### src/rtl/fmaresultsign_if.sv
// rtl/fmaresultsign_if.sv - handshake and operand bundle for the FMA result-sign resolver
interface fmaresultsign_if #(
    parameter int TAGW = 8
);
    logic            Flush;
    logic            InValid;
    logic            InReady;
    logic            Ps;
    logic            As;
    logic            InvA;
    logic            AddendGt;
    logic            SumZero;
    logic            NaNIn;
    logic            PInf;
    logic            AInf;
    logic [2:0]      Frm;
    logic [TAGW-1:0] InTag;
    logic            OutValid;
    logic            OutReady;
    logic            Ws;
    logic [TAGW-1:0] OutTag;
    logic [15:0]     CancelCnt;

    modport master (
        output Flush, InValid, Ps, As, InvA, AddendGt, SumZero, NaNIn, PInf, AInf, Frm, InTag, OutReady,
        input  InReady, OutValid, Ws, OutTag, CancelCnt
    );

    modport slave (
        input  Flush, InValid, Ps, As, InvA, AddendGt, SumZero, NaNIn, PInf, AInf, Frm, InTag, OutReady,
        output InReady, OutValid, Ws, OutTag, CancelCnt
    );
endinterface

### src/rtl/fmaresultsign.sv
// rtl/fmaresultsign.sv - 2-stage valid/ready FMA result-sign resolver; FMARSIGN_CANCEL_CNT_EN enables CancelCnt
module fmaresultsign #(
    parameter int TAGW = 8
) (
    input  logic           clk,
    input  logic           resetn,
    fmaresultsign_if.slave bus
);
    typedef struct packed {
        logic            ps;
        logic            addend_s;
        logic            inva;
        logic            agt;
        logic            szero;
        logic            nan;
        logic            pinf;
        logic            ainf;
        logic [2:0]      frm;
        logic [TAGW-1:0] tag;
    } s1_t;

    localparam logic [2:0] FRM_RDN = 3'b010;

    logic            s1_valid;
    s1_t             s1_q;
    s1_t             s1_d;
    logic            s2_valid;
    logic            s2_ws;
    logic [TAGW-1:0] s2_tag;
    logic            s2_adv;
    logic            ws_d;

    // The only input-to-output path: OutReady -> InReady through s2_adv.
    assign s2_adv      = ~s2_valid | bus.OutReady;
    assign bus.InReady = ~s1_valid | s2_adv;

    always_comb begin
        s1_d          = '0;
        s1_d.ps       = bus.Ps;
        s1_d.addend_s = bus.As;
        s1_d.inva     = bus.InvA;
        s1_d.agt      = bus.AddendGt;
        s1_d.szero    = bus.SumZero;
        s1_d.nan      = bus.NaNIn;
        s1_d.pinf     = bus.PInf;
        s1_d.ainf     = bus.AInf;
        s1_d.frm      = bus.Frm;
        s1_d.tag      = bus.InTag;
    end

    always_ff @(posedge clk or negedge resetn) begin
        if (!resetn) begin
            s1_valid <= 1'b0;
            s1_q     <= '0;
        end else if (bus.Flush) begin
            s1_valid <= 1'b0;
        end else if (bus.InReady) begin
            s1_valid <= bus.InValid;
            if (bus.InValid) begin
                s1_q <= s1_d;
            end
        end
    end

    // Sign priority: NaN is canonical positive; infinities dominate; exact zero
    // from effective subtraction is -0 only when rounding toward negative.
    always_comb begin
        ws_d = s1_q.ps;
        if (s1_q.nan) begin
            ws_d = 1'b0;
        end else if (s1_q.pinf) begin
            ws_d = s1_q.ps;
        end else if (s1_q.ainf) begin
            ws_d = s1_q.addend_s;
        end else if (s1_q.szero) begin
            ws_d = s1_q.inva ? (s1_q.frm == FRM_RDN) : s1_q.addend_s;
        end else if (s1_q.inva && s1_q.agt) begin
            ws_d = s1_q.addend_s;
        end
    end

    always_ff @(posedge clk or negedge resetn) begin
        if (!resetn) begin
            s2_valid <= 1'b0;
            s2_ws    <= 1'b0;
            s2_tag   <= '0;
        end else if (bus.Flush) begin
            s2_valid <= 1'b0;
        end else if (s2_adv) begin
            s2_valid <= s1_valid;
            if (s1_valid) begin
                s2_ws  <= ws_d;
                s2_tag <= s1_q.tag;
            end
        end
    end

    assign bus.OutValid = s2_valid;
    assign bus.Ws       = s2_ws;
    assign bus.OutTag   = s2_tag;

`ifdef FMARSIGN_CANCEL_CNT_EN
    logic        cancel_d;
    logic        s2_cancel;
    logic [15:0] cancel_cnt;

    assign cancel_d = s1_q.szero & s1_q.inva & ~s1_q.nan & ~s1_q.pinf & ~s1_q.ainf;

    always_ff @(posedge clk or negedge resetn) begin
        if (!resetn) begin
            s2_cancel <= 1'b0;
        end else if (!bus.Flush && s2_adv && s1_valid) begin
            s2_cancel <= cancel_d;
        end
    end

    // Counts accepted outputs, so a result taken in a Flush cycle still counts.
    always_ff @(posedge clk or negedge resetn) begin
        if (!resetn) begin
            cancel_cnt <= 16'h0000;
        end else if (s2_valid && bus.OutReady && s2_cancel && (cancel_cnt != 16'hFFFF)) begin
            cancel_cnt <= cancel_cnt + 16'd1;
        end
    end

    assign bus.CancelCnt = cancel_cnt;
`else
    assign bus.CancelCnt = 16'h0000;
`endif
endmodule
### src/flat_wrapper.sv
// flat-port wrapper written by rule: the top's interface ports become plain ports
module fmaresultsign_flat 
#(
    parameter int TAGW = 8
)
  (clk, resetn, bus_Flush, bus_InValid, bus_Ps, bus_As, bus_InvA, bus_AddendGt, bus_SumZero, bus_NaNIn, bus_PInf, bus_AInf, bus_Frm, bus_InTag, bus_OutReady, bus_InReady, bus_OutValid, bus_Ws, bus_OutTag, bus_CancelCnt);
  fmaresultsign_if #(.TAGW(TAGW)) bus_i ();
  input  logic clk;
  input  logic resetn;
  input wire logic [$bits(bus_i.Flush)-1:0] bus_Flush;
  input wire logic [$bits(bus_i.InValid)-1:0] bus_InValid;
  input wire logic [$bits(bus_i.Ps)-1:0] bus_Ps;
  input wire logic [$bits(bus_i.As)-1:0] bus_As;
  input wire logic [$bits(bus_i.InvA)-1:0] bus_InvA;
  input wire logic [$bits(bus_i.AddendGt)-1:0] bus_AddendGt;
  input wire logic [$bits(bus_i.SumZero)-1:0] bus_SumZero;
  input wire logic [$bits(bus_i.NaNIn)-1:0] bus_NaNIn;
  input wire logic [$bits(bus_i.PInf)-1:0] bus_PInf;
  input wire logic [$bits(bus_i.AInf)-1:0] bus_AInf;
  input wire logic [$bits(bus_i.Frm)-1:0] bus_Frm;
  input wire logic [$bits(bus_i.InTag)-1:0] bus_InTag;
  input wire logic [$bits(bus_i.OutReady)-1:0] bus_OutReady;
  output wire logic [$bits(bus_i.InReady)-1:0] bus_InReady;
  output wire logic [$bits(bus_i.OutValid)-1:0] bus_OutValid;
  output wire logic [$bits(bus_i.Ws)-1:0] bus_Ws;
  output wire logic [$bits(bus_i.OutTag)-1:0] bus_OutTag;
  output wire logic [$bits(bus_i.CancelCnt)-1:0] bus_CancelCnt;
  assign bus_i.Flush = bus_Flush;
  assign bus_i.InValid = bus_InValid;
  assign bus_i.Ps = bus_Ps;
  assign bus_i.As = bus_As;
  assign bus_i.InvA = bus_InvA;
  assign bus_i.AddendGt = bus_AddendGt;
  assign bus_i.SumZero = bus_SumZero;
  assign bus_i.NaNIn = bus_NaNIn;
  assign bus_i.PInf = bus_PInf;
  assign bus_i.AInf = bus_AInf;
  assign bus_i.Frm = bus_Frm;
  assign bus_i.InTag = bus_InTag;
  assign bus_i.OutReady = bus_OutReady;
  assign bus_InReady = bus_i.InReady;
  assign bus_OutValid = bus_i.OutValid;
  assign bus_Ws = bus_i.Ws;
  assign bus_OutTag = bus_i.OutTag;
  assign bus_CancelCnt = bus_i.CancelCnt;
  fmaresultsign #(.TAGW(TAGW)) u_core (.clk(clk), .resetn(resetn), .bus(bus_i));
endmodule
### config.mk
export PLATFORM = sky130hd
export DESIGN_NAME = fmaresultsign_flat
export DESIGN_NICKNAME = d
export VERILOG_FILES = /design/src/rtl/fmaresultsign_if.sv /design/src/rtl/fmaresultsign.sv /design/src/flat_wrapper.sv
export SDC_FILE = /design/constraint.sdc
export NUM_CORES = 1
export LEC_CHECK = 0
export CORE_MARGIN = 1
export CORE_UTILIZATION = 46
export DETAILED_ROUTE_END_ITERATION = 16
export GPL_TIMING_DRIVEN = 0
export PLACE_DENSITY = 0.82
export SLEW_MARGIN = 20
export SYNTH_ARGS = -nofsm -noshare
export SYNTH_HDL_FRONTEND = slang
export SYNTH_SLANG_ARGS = --single-unit
### constraint.sdc
create_clock -name clk -period 2.4 [get_ports clk]
set_clock_uncertainty 0.2 [all_clocks]
set_input_delay 0.48 -clock clk [delete_from_list [all_inputs] [get_ports clk]]
set_output_delay 0.48 -clock clk [all_outputs]
set_load 0.03 [all_outputs]
==> reports/qor.txt, run 1 <==
Ant. Diodes: 0
Max Freq: 0.455 GHz
Worst Path Max Fanout: 4
Internal Power: 0.000951 W
post-layout util: 66.8%
Synth Area in Simple Gates: 5.50%
failing checks: DRC
post-route cell area: 1870 µm²
Reg power frac: 47.8%
P_sw: 0.000426 W
Clock Pin Slew Worst Setup and Hold Paths: 0.08 ns
power density cells: 735 nW/µm²
setup bufs post-CTS: 0
Synth area leader: dfrtp_1
Critical Path Start: bus_OutReady
clock share of power: 19.2%
Min-Delay Startpoint: u_core.s1_q[8]
Clock H-tree levels: 2
starting DRC count in detailed routing: 22
slowest CP cell: clkdlybuf4s50_1
Syn-to-layout area delta: 34.9%
layout cell share with drive strength beyond 1: 36.6%
Fillers: 218
worst r2r src: u_core.bus.OutValid
Inserted Clock Buffers: 5
clock root buffer: clkbuf_4
via count: 877
final cycle utilization of the critical path: 91.6%
critical path cell sequence: clkdlybuf4s50_1, nor2b_4, nand2_4, dlygate4sd2_1
Net Sw Frac: 30.9%
Worst-Margin Slew: 0.638 ns
DP Wirelength: 1710 µm
Setup WS post-layout: 0.201 ns
final setup fails: 0
Final Hold Viols: 0
initial antenna violation count: 0
Max VDD drop: 0.504 mV
commonest cells after routing, fill and taps aside: 32 x clkdlybuf4s50_1, 30 x dfrtp_1, 18 x mux2_2
Netlist cell types: 20
CTS tree: yes
CP Capture Type: output port
Avg WL per Cell: 12.4 µm
Synth Area in XOR/XNOR: 0%
Req. time, crit path: 1.72 ns
Yosys reg bits: 30
starting density of the core: 49.5%
CP Class: in2out
Pre-antenna DRT Iters: 10
min Tclk post-route: 2.20 ns
compound-cell area share of the yosys netlist: 2.34%
fin nets: 177
overall global routing resource usage: 15.7%
largest net degree at the start of global routing: 31
core area: 2810 µm²
yosys warns: 0
Synth Area in Adders: 0%
status: finished with violations
r2r setup slk: 0.75 ns
relative slew slack: 57.4%
Longest Clk Path Bufs: 2
Min Hold Slack: 0.306 ns
worst min path class: reg2reg
synthesized area: 1390 µm²
largest family of logic cells by synthesized area: multiplexers
Mapped Avg Cell Area: 14.5 µm²
combinational power share: 32.9%
Routed WL: 2280 µm
Skew-Pair Late Insertion Delay: 0.32 ns
Post-DP Area: 1820 µm²
post-route ant nets: 0
register area share after synthesis: 54.1%
ranking of synthesized cells by area: dfrtp_1 54%, mux2_2 15%, mux2_4 11%, buf_4 9.2%, buf_12 1.4%
MaxCap Viol Count: 0
cells after synthesis: 96
GRT Residual Overflow: 0
worst path bufs/invs: 2
PortBufs: 34
RePlAce Congestion: 0.696
DP Worst Slack: -0.0492 ns
mux cell area share after synthesis: 26.1%
Largest delay share family, worst path: buffers and inverters
DRC: 12
Die W: 56.9 µm
slowest cell delay on critical path: 0.44 ns
num rows: 19
RSZ-0062 raised after global routing: false
Final Max Tran Viols: 0
Yosys top cell area share: 54.1%
Crit path arrival time: 1.52 ns
commonest non-fill, non-tap cell in the layout: clkdlybuf4s50_1
Die Area: 3240 µm²
IO Pins: 51
vias in the first global route: 904
die height: 56.9 µm
CTS sink count: 30
CP Launch Type: input pin
Vias/cell: 4.77
global-route wire length before repair: 3810 µm
Leak: 0.892 nW
## final timing paths
kind / end / cells after the start
max: bus_InReady / 4
min: u_core.s1_q[8] / 1
max reg2reg: u_core.bus.OutTag[3] / 4
min reg2reg: u_core.s1_q[8] / 1
max in group asynchronous: u_core.s1_valid / 2
min in group asynchronous: u_core.s1_q[6] / 2
## registers in the layout (all words and copies together) (netlist names)
name and count:
u_core.bus.Ws 1, u_core.s1_q 19, u_core.bus.OutTag 8, u_core.s1_valid 1, u_core.bus.OutValid 1
## cells by family after synthesis
| kind of cell | after synthesis |
|---|---|
| AO/OA/AOI/OAI | 6 |
| flip-flops | 30 |
| buffers and inverters | 20 |
| AND/OR/NAND/NOR | 10 |
| other | 1 |
| multiplexers | 29 |
## metrics by stage
| step | instances | total power, W | setup TNS (ns) |
|---|---|---|---|
| detailed placement | 176 | 0.00112 | -0.0492 |
| CTS | 184 | 0.00139 | 0 |
| global route | 184 | 0.00145 | 0 |
| finish | 184 | 0.00138 | 0 |
| global placement | 176 | 0.00111 | -0.0510 |
| floorplan | 111 | 0.000945 | 0 |
## cell usage after synthesis, drive strengths merged
master,count
dfrtp,30
mux2,28
buf,19
a21oi,3
nor2,3
a31oi,2
nand2,2
conb,1
inv,1
mux2i,1
nand2b,1
nand3b,1
nand4bb,1
nor2b,1
nor3b,1
o21ai,1
## layer usage
layer | global-route usage (%) | wire length, µm | vias to the layer above
li1 | - | - | 410
met1 | 18.2 | 888 | 421
met2 | 26.2 | 1140 | 43
met3 | 6.12 | 213 | 3
met4 | 6.27 | 31 | 0
met5 | 0 | 0 | -
## repair_timing
action / CTS / global route
endpoints found under the hold margin: 30 / 0
setup endpoints to repair: 1 / 0
hold buffers: 1 / 0
resized for setup: 1 / 0
## final cells by class
class | instances | area (µm²) | area share, %
plain buffers | 19 | 159 | 8.48
clock buffers | 7 | 45.0 | 2.40
inverters | 1 | 3.75 | 0.200
multi-input cells | 61 | 532 | 28.4
flip-flops and latches | 30 | 751 | 40.1
well taps | 31 | 38.8 | 2.07
repair buffers | 35 | 344 | 18.4
## power groups by stage
stage | sequential [W] | clock (W) | combinational [W]
floorplan | 0.000751 | 0 | 0.000194
global placement | 0.000660 | 0 | 0.000447
detailed placement | 0.000669 | 0 | 0.000455
CTS | 0.000659 | 0.000278 | 0.000458
global route | 0.000669 | 0.000295 | 0.000481
finish | 0.000659 | 0.000265 | 0.000453
(Power assumes the default switching activity.)
==> run 2: changes to the inputs <==
--- a/config.mk
+++ b/config.mk
@@ -7,6 +7,7 @@
 export LEC_CHECK = 0
 export CORE_MARGIN = 1
 export CORE_UTILIZATION = 46
+export CTS_CLUSTER_SIZE = 40
 export DETAILED_ROUTE_END_ITERATION = 16
 export GPL_TIMING_DRIVEN = 0
 export PLACE_DENSITY = 0.82
==> results of run 2 <==
No change in the layout: final DEF, timing and power equal those of run 1.
